`config.mk`:
```
export PLATFORM = sky130hd
export DESIGN_NAME = nv_pipe_retime_bank
export DESIGN_NICKNAME = d
export VERILOG_FILES = /design/src/rtl/nv_pipe_pkg.sv /design/src/rtl/nv_pipe_stage.sv /design/src/rtl/nv_pipe_retime_bank.sv
export SDC_FILE = /design/constraint.sdc
export NUM_CORES = 1
export LEC_CHECK = 0
export ABC_AREA = 1
export CORE_MARGIN = 5
export CORE_UTILIZATION = 30
export DETAILED_ROUTE_END_ITERATION = 8
export PLACE_DENSITY = 0.58
export SYNTH_ARGS = -nofsm -noshare
export SYNTH_HDL_FRONTEND = slang
export SYNTH_SLANG_ARGS = --single-unit
```
`constraint.sdc`:
```
create_clock -name nvdla_core_clk -period 2.9 [get_ports nvdla_core_clk]
set_input_delay 0.58 -clock nvdla_core_clk [delete_from_list [all_inputs] [get_ports nvdla_core_clk]]
set_output_delay 0.58 -clock nvdla_core_clk [all_outputs]
set_load 0.05 [all_outputs]
```
`src/rtl/nv_pipe_pkg.sv`:
```
// Shared helpers for the nv_pipe retiming bank.
// Occupancy width sizing used by the top and by users of the bank.
package nv_pipe_pkg;

  localparam int DEF_WIDTH = 32;
  localparam int DEF_DEPTH = 2;

  function automatic int clog2p1(input int depth);
    return (depth < 1) ? 1 : $clog2(depth + 1);
  endfunction

endpackage

```
`src/rtl/nv_pipe_stage.sv`:
```
// One flow-controlled vld/pd register of the retiming bank.
// Data reset only when NV_PIPE_RESET_DATA_EN is defined.
module nv_pipe_stage #(
  parameter int               WIDTH     = 32,
  parameter logic [WIDTH-1:0] RESET_VAL = '0
) (
  input  logic             clk_i,
  input  logic             rst_i,
  input  logic             vld_i,
  input  logic [WIDTH-1:0] pd_i,
  input  logic             rdy_dn_i,
  output logic             rdy_o,
  output logic             vld_o,
  output logic [WIDTH-1:0] pd_o
);

  logic             vld_q;
  logic [WIDTH-1:0] pd_q;

  assign rdy_o = ~vld_q | rdy_dn_i;
  assign vld_o = vld_q;
  assign pd_o  = pd_q;

  always_ff @(posedge clk_i) begin
    if (rst_i) begin
      vld_q <= 1'b0;
    end else if (rdy_o) begin
      vld_q <= vld_i;
    end
  end

`ifdef NV_PIPE_RESET_DATA_EN
  always_ff @(posedge clk_i) begin
    if (rst_i) begin
      pd_q <= RESET_VAL;
    end else if (rdy_o & vld_i) begin
      pd_q <= pd_i;
    end
  end
`else
  // Payload only moves with a valid beat, so no reset is needed.
  logic unused_rst_val;
  assign unused_rst_val = ^RESET_VAL;

  always_ff @(posedge clk_i) begin
    if (rdy_o & vld_i) begin
      pd_q <= pd_i;
    end
  end
`endif

endmodule

```
`src/rtl/nv_pipe_retime_bank.sv`:
```
// DEPTH-stage valid/ready retiming bank with bubble collapse.
// Optional payload reset: NV_PIPE_RESET_DATA_EN.
module nv_pipe_retime_bank
  import nv_pipe_pkg::*;
#(
  parameter int               WIDTH     = DEF_WIDTH,
  parameter int               DEPTH     = DEF_DEPTH,
  parameter logic [WIDTH-1:0] RESET_VAL = '0,
  localparam int              OCC_W     = clog2p1(DEPTH)
) (
  input  logic             nvdla_core_clk,
  input  logic             nvdla_core_rst,
  input  logic             in_pvld,
  output logic             in_prdy,
  input  logic [WIDTH-1:0] in_pd,
  output logic             out_pvld,
  input  logic             out_prdy,
  output logic [WIDTH-1:0] out_pd,
  output logic [OCC_W-1:0] occupancy
);

  if (DEPTH < 1) begin : g_bad_depth
    $error("nv_pipe_retime_bank: DEPTH must be >= 1");
  end

  logic             vld [DEPTH+1];
  logic [WIDTH-1:0] pd  [DEPTH+1];
  logic             rdy [DEPTH+1];

  assign vld[0]     = in_pvld;
  assign pd[0]      = in_pd;
  assign rdy[DEPTH] = out_prdy;

  for (genvar g = 0; g < DEPTH; g++) begin : g_stage
    nv_pipe_stage #(
      .WIDTH    (WIDTH),
      .RESET_VAL(RESET_VAL)
    ) u_stage (
      .clk_i   (nvdla_core_clk),
      .rst_i   (nvdla_core_rst),
      .vld_i   (vld[g]),
      .pd_i    (pd[g]),
      .rdy_dn_i(rdy[g+1]),
      .rdy_o   (rdy[g]),
      .vld_o   (vld[g+1]),
      .pd_o    (pd[g+1])
    );
  end

  assign in_prdy  = rdy[0] & ~nvdla_core_rst;
  assign out_pvld = vld[DEPTH];
  assign out_pd   = pd[DEPTH];

  logic             in_xfer;
  logic             out_xfer;
  logic [OCC_W-1:0] occ_q;
  logic [OCC_W-1:0] occ_d;

  assign in_xfer  = in_pvld & in_prdy;
  assign out_xfer = out_pvld & out_prdy;

  always_comb begin
    occ_d = occ_q;
    unique case ({in_xfer, out_xfer})
      2'b10:   occ_d = occ_q + OCC_W'(1);
      2'b01:   occ_d = occ_q - OCC_W'(1);
      default: occ_d = occ_q;
    endcase
  end

  always_ff @(posedge nvdla_core_clk) begin
    if (nvdla_core_rst) begin
      occ_q <= '0;
    end else begin
      occ_q <= occ_d;
    end
  end

  assign occupancy = occ_q;

endmodule
```
# Word-level counts from Yosys, hierarchy flattened
# Index checks and enable logic that the tools add are counted.
# classes
n_shift,0
n_mux,1
div_mod_pow,0
mul,0
magnitude_cmp,0
bitwise,10
reduce_logical,1
n_eq_ne,2
addsub,2
# ops
operator,n
1-bit bitwise AND,5
2-bit case mux with 2 select lines,1
1-bit inverter,3
2-bit by 1-bit adder with 2-bit output (second input constant),1
2-bit by 1-bit equality test with 1-bit output (second input constant),1
2-bit equality test (second input constant),1
1-bit bitwise OR,2
2-bit nonzero test,1
2-bit by 1-bit subtractor with 2-bit output (second input constant),1
# totals
elab_cells,21
rom_bits,0
mem_bits_rw,0
latch_bits,0
ff_bits,68
out_inout_bits,36
inputBits,36
n_memories,0

# Logic depth before layout (Yosys ltp)
# depth
word_depth,7
ltp_mapped,11
depth_no_buf,11

# Modules after synthesis
# From an unflattened synthesis, not the netlist that was laid out.
# hier_totals
hier_cells,99
hier_area_um2,2149.6
# modules_own_cells
module,seq_area_each_um2,cells_per_inst,n_inst,area_each_um2
nv_pipe_stage,980.9,38,2,1008.5
nv_pipe_retime_bank,40.0,23,1,132.6

# Worst setup path before layout
# OpenSTA, ideal clock, no wires.
# synth_path
path_kind,in2reg
from,in out_prdy
to,reg g_stage[1].u_stage.pd_q[0] (enable)
path_buffers,0
path_stages,2
setup_ns,0.432
required_ns,2.468
path_slack_ns,0.246
t_arrival_ns,2.222
path_cell_list,inv_1 > a21oi_1
# synth_via
elab_chain_cells,2
# synth_lines
element,line,text
from (decl),nv_pipe_retime_bank.sv:17,"input logic out_prdy,"
1-bit bitwise OR,nv_pipe_stage.sv:20,assign rdy_o = ~vld_q | rdy_dn_i;
1-bit bitwise AND,nv_pipe_stage.sv:46,if (rdy_o & vld_i) begin
to (signal assigned),nv_pipe_stage.sv:47,pd_q <= pd_i;
to (decl),nv_pipe_stage.sv:18,logic [WIDTH-1:0] pd_q;
# Every way passes these cells.
# A chain may end at the register's enable or synchronous reset.

# Worst setup path in the final report
# layout_path
from,reg g_stage[1].u_stage.vld_q
to,out out_pvld
# layout_rtl
element,line,text
from (decl),nv_pipe_stage.sv:17,logic vld_q;
from (signal assigned),nv_pipe_stage.sv:28,vld_q <= vld_i;
to (decl),nv_pipe_retime_bank.sv:16,"output logic out_pvld,"
# No word-level cell between the ends.

==> impl_results.rst <==
.. list-table::
   :header-rows: 1

   * - Metric
     - Value
   * - Hold violation count in the final report
     - 0
   * - Depth of the CTS H-tree
     - 3
   * - Die Y
     - 94.5 um
   * - Via total after detailed routing
     - 1145
   * - Worst setup EP type
     - output pin
   * - Remaining global-route overflow
     - 0
   * - Initial core utilization
     - 31.2%
   * - Crit path DAT
     - 1.65 ns
   * - Number of clock sinks
     - 68
   * - Critical path buffers and inverters
     - 1
   * - Setup TNS Final
     - 0 ns
   * - Routability congestion estimate
     - 0.724
   * - Upper clock frequency limit
     - 449 MHz
   * - Classification of the worst setup path
     - flop to output pin
   * - Total of max-cap violations
     - 0
   * - Compound-cell area share of the yosys netlist
     - 1.17%
   * - Antenna Violating Nets Remaining
     - 0
   * - Global-route wire length before repair
     - 6.05 mm
   * - Post-CTS setup buffers
     - 0
   * - Cell area after synthesis
     - 2140 sq um
   * - Layout Cell Area excl Fill
     - 3210 sq um
   * - Setup repair after global routing missed its margin
     - no
   * - Top Ports
     - 72
   * - Total inserted antenna cells
     - 0
   * - Depth of the worst register-to-register path
     - 7
   * - Cts hold-fix bufs
     - 0
   * - Count of buffers from port buffering
     - 71
   * - Multiplexer fraction of the synthesized cell area
     - 0%
   * - DIE WIDTH
     - 94.5 um
   * - Clock skew
     - 0.00708 ns
   * - Number of gates resized after cts
     - 0
   * - Slowest cell on crit path
     - sky130_fd_sc_hd__clkdlybuf4s50_1
   * - Final setup violation count
     - 0
   * - Tightest Pin Transition
     - 0.551 ns
   * - Crit path max fanout
     - 5
   * - Floorplan core area
     - 6870 sq um
   * - Startpoint class of the critical path
     - flop
   * - Main combinational cell family by area after synthesis
     - simple AND/OR/NAND/NOR gates
   * - Vias in the first global route
     - 1217
   * - Area growth from synthesis to layout
     - 50.0%
   * - Layout Nets
     - 219
   * - Cell Area, Placed
     - 3000 sq um
   * - Post-detailed-placement half-perimeter wirelength
     - 3.00 mm
   * - Number of antenna violations at the first check in global routing
     - 0
   * - Count of standard-cell rows
     - 30
   * - Largest vdd supply drop
     - 0.273 mV
   * - CP max stage delay
     - 0.86 ns
   * - Total track usage
     - 9.63%
   * - Cell chain of the critical path
     - clkdlybuf4s50_1
   * - Die ar.
     - 8930 sq um
   * - Root Buffer
     - sky130_fd_sc_hd__clkbuf_8
   * - DRT Wirelength
     - 4.22 mm
   * - Per-cell via count in the routed design
     - 4.05
   * - Crit share post-route
     - 76.8%
   * - Cell class contributing the biggest share of worst-path delay
     - buffers and inverters
   * - Average cell area after synthesis
     - 21.8 sq um
   * - Area share of and/or/nand/nor cells after synthesis
     - 3.16%
   * - Leak pwr
     - 1.13 nW
   * - Sequential element share of the synthesized area
     - 93.5%
   * - Number of warnings printed during yosys synthesis
     - 0
   * - Run status
     - complete, no violations
   * - Final hold slack
     - 0.417 ns
   * - Critical path depth
     - 1
   * - Per-cell routed wire length
     - 14.9 um
   * - Final routed DRC violation total
     - 0
   * - Number of buffers created by CTS
     - 9
   * - Initial DRC count
     - 36
   * - Min-delay worst type
     - flop to flop
   * - Clock transition at the registers of the reported paths
     - 0.07 ns
   * - Critical path required time
     - 2.32 ns
   * - Clk Latency, worst-skew pair
     - 0.33 ns
   * - Total of flip-flops plus latches after synthesis
     - 68
   * - Final-report max-slew violation count
     - 0
   * - Hold path depth
     - 0
   * - CTS tree
     - done
   * - Max-slew headroom at the worst pin
     - 63.1%
   * - Xor/xnor cell area share of the yosys netlist
     - 0%
   * - Distinct cells, synth
     - 12
   * - Number of nets in the synthesized netlist
     - 135
   * - Adder-Cell Fraction of Synth Area
     - 0.584%
   * - Fin crit period
     - 2.23 ns
   * - Share of final-layout standard cells stronger than drive strength 1
     - 11.8%
   * - Overall power
     - 0.00220 W
   * - CTS Buffer Depth
     - 2
   * - Count of TritonRoute iterations in the first routing pass
     - 4
   * - Largest net degree at the start of global routing
     - 33
   * - Cell count after synthesis
     - 98
   * - Total power density per cell area
     - 686 nW/um^2
==> per-layer routing <==
layer / vias up / wire [um] / track usage [%]
met3: 11 / 485 / 4.06
met1: 530 / 1600 / 10.4
met4: 0 / 93 / 6.49
met5: - / 0 / 0
met2: 73 / 2030 / 15.4
li1: 531 / - / -
==> logic make-up after synthesis <==
group,Yosys count
adder cells (fa/ha/maj),1
buffers and inverters,9
flip-flops,68
AND/OR/NAND/NOR,15
AO/OA/AOI/OAI,5
==> synth_stat cells <==
| cell | count | share of area, % |
|---|---|---|
| sky130_fd_sc_hd__nor2_1 | 4 | 0.70 |
| sky130_fd_sc_hd__edfxtp_1 | 64 | 90 |
| sky130_fd_sc_hd__dfxtp_1 | 4 | 3.7 |
| sky130_fd_sc_hd__nand4_1 | 1 | 0.29 |
| sky130_fd_sc_hd__nand2_2 | 1 | 0.29 |
| sky130_fd_sc_hd__o21ai_0 | 1 | 0.23 |
| sky130_fd_sc_hd__nand3_2 | 1 | 0.47 |
| sky130_fd_sc_hd__inv_2 | 1 | 0.18 |
| sky130_fd_sc_hd__a21oi_1 | 4 | 0.94 |
| sky130_fd_sc_hd__ha_1 | 1 | 0.58 |
| sky130_fd_sc_hd__nand2_1 | 8 | 1.4 |
| sky130_fd_sc_hd__inv_1 | 8 | 1.4 |
==> sequential cells by signal, summed over array words and instances (netlist names) <==
register,count
g_stage.u_stage.vld_o,2
g_stage.u_stage.pd_o,64
occupancy,2
==> area by class of cell <==
cell class | instances | area [sq um]
repair buffers | 73 | 723
well taps | 96 | 120
multi-input cells | 21 | 116
flip-flops and latches | 68 | 2000
clock buffers | 10 | 128
fillers | 610 | 3660
inverters | 9 | 33.8
clock inverters | 6 | 87.6
==> cell usage in the layout, fill, tap and decap left out <==
cell	instances
sky130_fd_sc_hd__clkbuf_8	9
sky130_fd_sc_hd__buf_4	3
sky130_fd_sc_hd__nand4_1	1
sky130_fd_sc_hd__clkinv_4	1
sky130_fd_sc_hd__a21oi_4	1
sky130_fd_sc_hd__o21ai_0	1
sky130_fd_sc_hd__ha_1	1
sky130_fd_sc_hd__nor2_1	4
sky130_fd_sc_hd__dfxtp_1	4
sky130_fd_sc_hd__edfxtp_1	64
sky130_fd_sc_hd__nand2_1	8
sky130_fd_sc_hd__inv_6	1
sky130_fd_sc_hd__a21oi_1	3
sky130_fd_sc_hd__bufinv_16	2
sky130_fd_sc_hd__nand3_2	1
sky130_fd_sc_hd__clkinv_2	2
sky130_fd_sc_hd__clkbuf_1	1
sky130_fd_sc_hd__inv_2	1
sky130_fd_sc_hd__inv_1	8
sky130_fd_sc_hd__nand2_2	1
sky130_fd_sc_hd__clkdlybuf4s50_1	70
==> final timing paths <==
path,start,endpoint,slack (ns)
max,g_stage[1].u_stage.vld_o$_SDFFE_PP0P_,out_pvld,0.67
min,g_stage[0].u_stage.pd_o[31]$_DFFE_PP_,g_stage[1].u_stage.pd_o[31]$_DFFE_PP_,0.42
min reg2reg,g_stage[0].u_stage.pd_o[31]$_DFFE_PP_,g_stage[1].u_stage.pd_o[31]$_DFFE_PP_,0.42
max reg2reg,g_stage[1].u_stage.vld_o$_SDFFE_PP0P_,occupancy[0]$_SDFFE_PP0P_,1.37
==> metrics by stage <==
stage                     setup WS [ns]  util (%)  instances
final                             0.673      46.7        283
after global placement            0.804      43.6        267
after floorplan                   0.246         -         98
after global routing              0.601      46.7        283
after CTS                         0.642      46.7        283
after detailed placement          0.648      43.6        267
==> power by group <==
part           leakage (nW)  internal, W  switching, W  total (W)
clock                 0.111     0.000486      0.000343   0.000829
combinational         0.378    0.0000875      0.000135   0.000223
sequential            0.645      0.00113     0.0000159    0.00115
Note: power is estimated with default switching activity, not from simulation.
